--- src/rtl/gig_eth_tx_arbiter.sv ---
// Two-source round-robin frame scheduler feeding the gigabit MAC TX client interface.
// One source is granted per frame; byte 0 is held until mac_tx_ack, then the frame streams gap-free.
module gig_eth_tx_arbiter #(
  parameter int unsigned MAX_FRAME_BYTES = 9018,
  parameter int unsigned GAP_CYCLES      = 2,
  parameter int unsigned ACK_TIMEOUT     = 64
) (
  input  logic        tx_clk,
  input  logic        reset,
  input  logic        enable,
  input  logic [7:0]  src0_data,
  input  logic        src0_valid,
  input  logic        src0_last,
  output logic        src0_ready,
  input  logic [7:0]  src1_data,
  input  logic        src1_valid,
  input  logic        src1_last,
  output logic        src1_ready,
  output logic [7:0]  mac_tx_data,
  output logic        mac_tx_dvld,
  output logic        mac_tx_underrun,
  input  logic        mac_tx_ack,
  output logic        grant,
  output logic        busy,
  output logic [15:0] abort_cnt
);

  typedef enum logic [2:0] {
    StIdle,
    StWaitAck,
    StStream,
    StAbort,
    StDrain,
    StGap
  } state_e;

  // byte_cnt counts bytes popped after byte 0, so the pop of byte N sees byte_cnt == N-2.
  localparam logic [13:0] ByteLimit = 14'(MAX_FRAME_BYTES - 2);
  localparam logic [6:0]  AckLimit  = 7'(ACK_TIMEOUT - 1);
  localparam logic [6:0]  GapLimit  = 7'(GAP_CYCLES - 1);

  state_e      state_q;
  logic        rr_q;
  logic        last_seen_q;
  logic [13:0] byte_cnt_q;
  logic [6:0]  timer_q;

  logic       any_valid;
  logic       pick;
  logic       sel;
  logic [7:0] sel_data;
  logic       sel_valid;
  logic       sel_last;
  logic       pop;

  always_comb begin
    any_valid = src0_valid | src1_valid;
    if (rr_q) pick = src1_valid ? 1'b1 : 1'b0;
    else      pick = src0_valid ? 1'b0 : 1'b1;
    sel       = (state_q == StIdle) ? pick : grant;
    sel_data  = sel ? src1_data  : src0_data;
    sel_valid = sel ? src1_valid : src0_valid;
    sel_last  = sel ? src1_last  : src0_last;
    pop       = 1'b0;
    case (state_q)
      StIdle:    pop = enable & any_valid;
      StWaitAck: pop = mac_tx_ack & ~last_seen_q;
      StStream:  pop = ~last_seen_q;
      StDrain:   pop = 1'b1;
      default:   pop = 1'b0;
    endcase
    if (reset) pop = 1'b0;
    src0_ready = pop & ~sel;
    src1_ready = pop & sel;
  end

  assign busy = (state_q != StIdle);

  always_ff @(posedge tx_clk or posedge reset) begin
    if (reset) begin
      state_q         <= StIdle;
      rr_q            <= 1'b0;
      last_seen_q     <= 1'b0;
      byte_cnt_q      <= '0;
      timer_q         <= '0;
      grant           <= 1'b0;
      mac_tx_data     <= '0;
      mac_tx_dvld     <= 1'b0;
      mac_tx_underrun <= 1'b0;
      abort_cnt       <= '0;
    end else begin
      mac_tx_underrun <= 1'b0;
      case (state_q)
        StIdle: begin
          if (enable && any_valid) begin
            grant       <= pick;
            rr_q        <= ~pick;
            mac_tx_data <= sel_data;
            mac_tx_dvld <= 1'b1;
            last_seen_q <= sel_last;
            byte_cnt_q  <= '0;
            timer_q     <= '0;
            state_q     <= StWaitAck;
          end
        end
        StWaitAck, StStream: begin
          if (state_q == StWaitAck && !mac_tx_ack) begin
            if (timer_q == AckLimit) begin
              mac_tx_underrun <= 1'b1;
              state_q         <= StAbort;
            end else begin
              timer_q <= timer_q + 7'd1;
            end
          end else if (last_seen_q) begin
            // Final byte has had its one presentation cycle.
            mac_tx_dvld <= 1'b0;
            timer_q     <= '0;
            state_q     <= StGap;
          end else if (!sel_valid) begin
            mac_tx_underrun <= 1'b1;
            state_q         <= StAbort;
          end else begin
            mac_tx_data <= sel_data;
            byte_cnt_q  <= byte_cnt_q + 14'd1;
            last_seen_q <= sel_last;
            state_q     <= StStream;
            if (!sel_last && byte_cnt_q == ByteLimit) begin
              mac_tx_underrun <= 1'b1;
              state_q         <= StAbort;
            end
          end
        end
        StAbort: begin
          mac_tx_dvld <= 1'b0;
          timer_q     <= '0;
          if (abort_cnt != 16'hFFFF) abort_cnt <= abort_cnt + 16'd1;
          state_q <= last_seen_q ? StGap : StDrain;
        end
        StDrain: begin
          if (sel_valid && sel_last) begin
            timer_q <= '0;
            state_q <= StGap;
          end
        end
        StGap: begin
          if (timer_q == GapLimit) state_q <= StIdle;
          else                     timer_q <= timer_q + 7'd1;
        end
        default: state_q <= StIdle;
      endcase
    end
  end

endmodule

--- config.mk ---
export PLATFORM = sky130hd
export DESIGN_NAME = gig_eth_tx_arbiter
export DESIGN_NICKNAME = d
export VERILOG_FILES = /design/src/rtl/gig_eth_tx_arbiter.sv
export SDC_FILE = /design/constraint.sdc
export NUM_CORES = 1
export LEC_CHECK = 0
export CORE_ASPECT_RATIO = 0.8
export CORE_MARGIN = 5
export CORE_UTILIZATION = 40
export CTS_BUF_LIST = sky130_fd_sc_hd__clkbuf_2 sky130_fd_sc_hd__clkbuf_4 sky130_fd_sc_hd__clkbuf_8
export DETAILED_ROUTE_END_ITERATION = 10
export PLACE_DENSITY_LB_ADDON = 0.2
export SYNTH_ARGS = -nofsm -noshare
export SYNTH_HDL_FRONTEND = slang
export SYNTH_SLANG_ARGS = --single-unit
--- constraint.sdc ---
create_clock -name tx_clk -period 2.87 [get_ports tx_clk]
set_input_delay 0.4305 -clock tx_clk [delete_from_list [all_inputs] [get_ports tx_clk]]
set_output_delay 0.4305 -clock tx_clk [all_outputs]
set_load 0.02 [all_outputs]
==> results.json, run 1 <==
{
  "status": "finished clean",
  "required_ns": 2.44,
  "final_common_cell": "dfrtp_1",
  "rows": 27,
  "netSwitchingFraction": 0.4215,
  "rrSetupSlack_ns": 0.47,
  "tightest_slew_ns": 0.6229,
  "post-route-min-period_ns": 2.424,
  "routed_wl_um": 7040,
  "clk_path_buf_depth": 2,
  "die-area_um2": 9096,
  "crit_family": "compound AO/OA/AOI/OAI gates",
  "power_density_nw_per_um2": 872.1,
  "final_nets": 404,
  "cts_tree": "built",
  "die-height_um": 86.31,
  "final_cell_mix": "52 x dfrtp_1, 51 x clkdlybuf4s50_1, 27 x nor2_1",
  "hold_buffers": 0,
  "worstSkewPairLatency_ns": 0.31,
  "worstPathArrival_ns": 1.99,
  "place_congestion": 0.8275,
  "ys_ff_latch": 53,
  "fin_ws_ns": 0.4463,
  "comb_power_share": 0.526,
  "synth_area_um2": 2912,
  "grt_pass1_vias": 2528,
  "grtUsageTotal": 0.1618,
  "ir_worst_vdd_mv": 0.3392,
  "hold_violations": 0,
  "ant_nets": 0,
  "p_sw_uw": 1389,
  "skew_ns": 0.007531,
  "pwr-share-clk": 0.136,
  "syn_inst": 303,
  "synth_ff_type": "dfrtp_1",
  "path_max_fanout": 14,
  "cellLeakagePower_uw": 0.001645,
  "grt_first_pass_wirelength_um": 12060,
  "syn_avg_cell_area_um2": 9.609,
  "holdCritPathClass": "in2async",
  "synth-edff-count": 0,
  "diodes": 0,
  "slew_viol_final": 0,
  "die_w_um": 105.4,
  "worst_r2r_startpoint": "state_q[1]",
  "routed_via_density": 5.343,
  "fmax_ghz": 0.4126,
  "crit_chain": "nand3b_1 -> a211o_1 -> a21oi_1 -> nor2b_1 -> dlymetal6s2s_1",
  "wl_per_cell_um": 15.21,
  "ys_warn_count": 0,
  "syn_nets": 332,
  "r2r_end": "timer_q[1]",
  "final_layout_size_suffix_gt1_frac": 0.1170,
  "cp-start-kind": "flip-flop",
  "drt_iter0_drc": 119,
  "crit_slowest_cell": "dfrtp_2",
  "setup_viol": 0,
  "nFillCells": 635,
  "synth.distinct_cells": 52,
  "vias": 2474,
  "h-tree-depth": 2,
  "cts_root_buf": "clkbuf_8",
  "core_um2": 6993,
  "drcViolationCount": 0,
  "critical_path_buf_inv_count": 1,
  "grt-ovfl-total": 0,
  "fin_crit_sh": 0.8445,
  "endpoint_kind": "output pin",
  "antenna_found_initial": 0,
  "clk_pin_slew_ns": 0.10,
  "drt_pre_antenna_iters": 4,
  "port_buffers": 53,
  "cts_sinks": 53,
  "path_class": "reg2out",
  "max_slew_margin": 0.5828,
  "dp_worst_setup_slack_ns": 0.06491,
  "start_util": 0.4164,
  "p_seq_frac": 0.337,
  "rsz0062_at_grt": "false",
  "grt_max_degree": 45,
  "cts_made_buffers": 5,
  "io_pins": 54,
  "p_int_uw": 1906,
  "fin_setup_tns_ns": 0,
  "cp_slowest_stage_delay_ns": 0.51,
  "max-cap-violations": 0,
  "async_flop_share": 1.000,
  "yosysSeqAreaShare": 0.4555,
  "reg2reg_depth": 8,
  "hpwl_um": 5145,
  "area_growth_pct": 29.78
}
-- area by class of cell --
type | instances | area (um2) | area share
clock buffers | 6 | 82.58 | 0.02185
clock inverters | 2 | 13.76 | 0.003642
inverters | 13 | 48.80 | 0.01291
multi-input cells | 228 | 1491 | 0.3947
flip-flops and latches | 53 | 1328 | 0.3513
well taps | 87 | 108.9 | 0.02881
repair buffers | 74 | 705.7 | 0.1868
-- sequential cells by signal, indices dropped and copies added (netlist names) --
register,flops
mac_tx_dvld,1
timer_q,7
state_q,3
mac_tx_underrun,1
last_seen_q,1
byte_cnt_q,14
abort_cnt,16
mac_tx_data,8
grant,1
rr_q,1
-- routing by layer --
layer  up-vias  track usage  share of wire
met3         6      0.04393          0.058
met4         0      0.04887          0.011
met2        58       0.2517           0.46
met1      1172       0.2212           0.48
li1       1238            -              -
met5         -            0              0
-- power by group through the flow --
stage,Clock [uW],Sequential (uW),Combinational [uW]
after CTS,466,1110,1710
after floorplan,0,1190,994
after global placement,0,1120,1680
final,449,1110,1730
after detailed placement,0,1120,1700
after global routing,495,1150,1900
-- synthesized netlist by cell type (all sizes together) (2+ instances only) --
| library cell | n | area share |
|---|---|---|
| nand4 | 8 | 0.019 |
| nand3 | 14 | 0.024 |
| dfrtp | 53 | 0.46 |
| a21oi | 23 | 0.041 |
| xor2 | 5 | 0.015 |
| xnor2 | 16 | 0.048 |
| nand3b | 3 | 0.0077 |
| inv | 13 | 0.017 |
| nand2 | 23 | 0.031 |
| a31oi | 13 | 0.028 |
| a211oi | 2 | 0.0052 |
| or2 | 2 | 0.0043 |
| and3 | 7 | 0.015 |
| and2 | 4 | 0.0086 |
| clkbuf | 5 | 0.0064 |
| nor3b | 2 | 0.0069 |
| nor4 | 3 | 0.0064 |
| nor2b | 3 | 0.0064 |
| or3 | 5 | 0.011 |
| nor2 | 28 | 0.039 |
| a221oi | 2 | 0.012 |
| and4 | 2 | 0.0060 |
| o21a | 2 | 0.0052 |
| a41oi | 5 | 0.015 |
| nand2b | 8 | 0.017 |
| o21ai | 12 | 0.021 |
| mux2i | 12 | 0.041 |
| ha | 5 | 0.021 |
| buf | 4 | 0.0090 |
| nor3 | 6 | 0.014 |
-- logic make-up after synthesis --
logic type	share of synthesized area
compound gates	0.1633
xor+xnor	0.06317
fa+ha+maj	0.02149
buf+inv	0.03223
flops	0.4555
mux	0.04512
simple gates	0.2192
-- through the flow --
stage               hold WS [ns]  instances  total power, uW  cell area, um2    util
finish                    0.4148        463             3295            3779  0.5403
floorplan                 0.4762        303             2186            2912       -
global placement          0.4773        451             2792            3646  0.5214
detailed placement        0.4810        451             2825            3646  0.5214
CTS                       0.4259        459             3288            3744  0.5353
global route              0.4321        463             3549            3779  0.5403
-- worst reg2reg max path, cell delays in order, from the launching register on --
cell and delay (ns):
dfrtp_2 0.51, nor3_4 0.36, buf_4 0.18, buf_4 0.10
a211oi_1 0.04, a31oi_1 0.27, nand2_2 0.13, a311oi_4 0.50
mux2i_1 0.24
-- worst max path at each step --
stage,from,end,slack [ns],depth (start not counted)
after floorplan,abort_cnt[4],abort_cnt[1],0.80,6
after global placement,mac_tx_ack,src1_ready,0.08,6
after detailed placement,mac_tx_ack,src1_ready,0.06,6
after CTS,state_q[1],src1_ready,0.03,5
after global routing,state_q[1],src0_ready,0.32,6
final,state_q[1],src1_ready,0.45,5
-- what timing repair did --
action	in CTS	in global routing
gates resized for setup	1	2
setup endpoints to repair	2	2
endpoints found under the hold margin	0	0
buffers inserted	0	4
pin swaps	0	1
No activity file was read; power rests on OpenSTA's default activity.
==> run 2: changes to the inputs <==
==> constraint.sdc (replaced) <==
create_clock -name tx_clk -period 2.23 [get_ports tx_clk]
set_input_delay 0.3345 -clock tx_clk [delete_from_list [all_inputs] [get_ports tx_clk]]
set_output_delay 0.3345 -clock tx_clk [all_outputs]
set_load 0.02 [all_outputs]
==> results.json, run 2 (synthesis results as in run 1) <==
{
  "cts_tree": "built",
  "final_cell_mix": "51 x dfrtp_1, 51 x clkdlybuf4s50_1, 37 x buf_4",
  "die-height_um": 86.31,
  "final_nets": 424,
  "status": "finished clean",
  "holdCritPathClass": "in2async",
  "endpoint_kind": "output pin",
  "vias": 2562,
  "pwr-share-clk": 0.146,
  "grt_max_degree": 50,
  "grt_pass1_vias": 2490,
  "p_sw_uw": 1908,
  "die-area_um2": 9096,
  "cts_sinks": 53,
  "instances_no_fill": 483,
  "post-route-min-period_ns": 2.179,
  "netSwitchingFraction": 0.4045,
  "clk_path_buf_depth": 2,
  "drt_iter0_drc": 143,
  "grtUsageTotal": 0.1664,
  "die_w_um": 105.4,
  "required_ns": 1.90,
  "core_um2": 6993,
  "diodes": 0,
  "p_seq_frac": 0.301,
  "reg2reg_depth": 9,
  "fmax_ghz": 0.4590,
  "hold_violations": 0,
  "wl_per_cell_um": 15.23,
  "cts_root_buf": "clkbuf_8",
  "ir_worst_vdd_mv": 0.6139,
  "io_pins": 54,
  "tightest_slew_ns": 0.3760,
  "slew_viol_final": 0,
  "worstPathArrival_ns": 1.84,
  "rrSetupSlack_ns": 0.08,
  "place_congestion": 0.8859,
  "max_slew_margin": 0.7422,
  "grt-ovfl-total": 0,
  "comb_power_share": 0.553,
  "largest-register": "abort_cnt",
  "path_class": "reg2out",
  "cellLeakagePower_uw": 0.001745,
  "antenna_found_initial": 0,
  "fin_crit_sh": 0.9771,
  "rows": 27,
  "p_int_uw": 2810,
  "top_regs": "abort_cnt x16, byte_cnt_q x14, mac_tx_data x8",
  "dpl_cell_area_um2": 3829,
  "cts_made_buffers": 5,
  "area_growth_pct": 38.38,
  "h-tree-depth": 2,
  "hpwl_um": 5411,
  "skew_ns": 0.01027,
  "cp-start-kind": "flip-flop",
  "setup_viol": 0,
  "final_layout_size_suffix_gt1_frac": 0.1843,
  "routed_wl_um": 7357,
  "power_density_nw_per_um2": 1171,
  "largest_reg_flops": 16,
  "port_buffers": 53,
  "worstSkewPairLatency_ns": 0.31,
  "ant_nets": 0,
  "max-cap-violations": 0,
  "clk_pin_slew_ns": 0.10,
  "drcViolationCount": 0,
  "start_util": 0.4164,
  "path_max_fanout": 6,
  "placed_cells": 472,
  "nFillCells": 615,
  "routed_via_density": 5.304,
  "fin_area_um2": 4029,
  "drt_pre_antenna_iters": 5,
  "grt_first_pass_wirelength_um": 12360
}
[run 2: cell types whose count changed in the layout (fill, tap and decap cells not counted), moves of 2 or more]
cell            delta
buf_4             +17
buf_12             +3
dlymetal6s2s_1     -2
a21oi_1            -2
[run 2: area by class of cell]
type	instances	area, um2	area share
clock buffer	5	68.82	0.01708
clock inverter	3	50.05	0.01242
inverter	13	48.80	0.01211
multi-input combinational	228	1539	0.3820
sequential	53	1329	0.3298
tap	87	108.9	0.02702
timing repair buffer	94	884.6	0.2196
[run 2: critical path, stage by stage (launching register included)]
cell	delay, ns
dfrtp_2	0.47
nor3_4	0.20
buf_6	0.15
inv_2	0.06
buf_12	0.13
clkdlybuf4s50_1	0.53
[run 2: what timing repair did]
| action | 4_1_cts | 5_1_grt |
|---|---|---|
| setup endpoints to repair | 2 | 22 |
| buffers inserted | 0 | 3 |
| pin swaps | 1 | 4 |
| gates resized for setup | 10 | 10 |
| hold buffers | 0 | 0 |
[run 2: per-layer routing]
layer  GRT usage  vias up  wire length, um
met4     0.03576        0               59
met2      0.2593       47             3405
met1      0.2370     1224             3593
li1            -     1283                -
met5           0        -                0
met3     0.03872        8              299
[run 2: path summary, 6_finish.rpt]
| check | start | endpoint |
|---|---|---|
| setup / recovery | state_q[1] | busy |
| hold / removal | reset | state_q[1] |
| setup reg to reg | state_q[1] | byte_cnt_q[8] |
| hold reg to reg | abort_cnt[14] | abort_cnt[14] |
| max in group asynchronous | reset | mac_tx_data[2] |
| min in group tx_clk | abort_cnt[14] | abort_cnt[14] |
[run 2: power groups by stage]
stage               logic (uW)  registers, uW  clock network [uW]
floorplan                 1280           1530                   0
global placement          2460           1420                   0
detailed placement        2490           1430                   0
CTS                       2500           1410                 718
global route              2850           1470                 749
finish                    2610           1420                 688
[run 2: through the flow]
step	util	setup WS, ns	TNS (ns)	hold WS (ns)	total power (uW)
5_1_grt	0.5761	-0.04509	-0.09222	0.2851	5067
3_3_place_gp	0.5475	-0.3694	-2.048	0.4791	3877
4_1_cts	0.5638	0.01724	0	0.2858	4630
6_report	0.5761	0.05116	0	0.2910	4718
2_1_floorplan	-	0.1592	0	0.4536	2814
3_5_place_dp	0.5475	-0.3605	-2.824	0.4800	3919
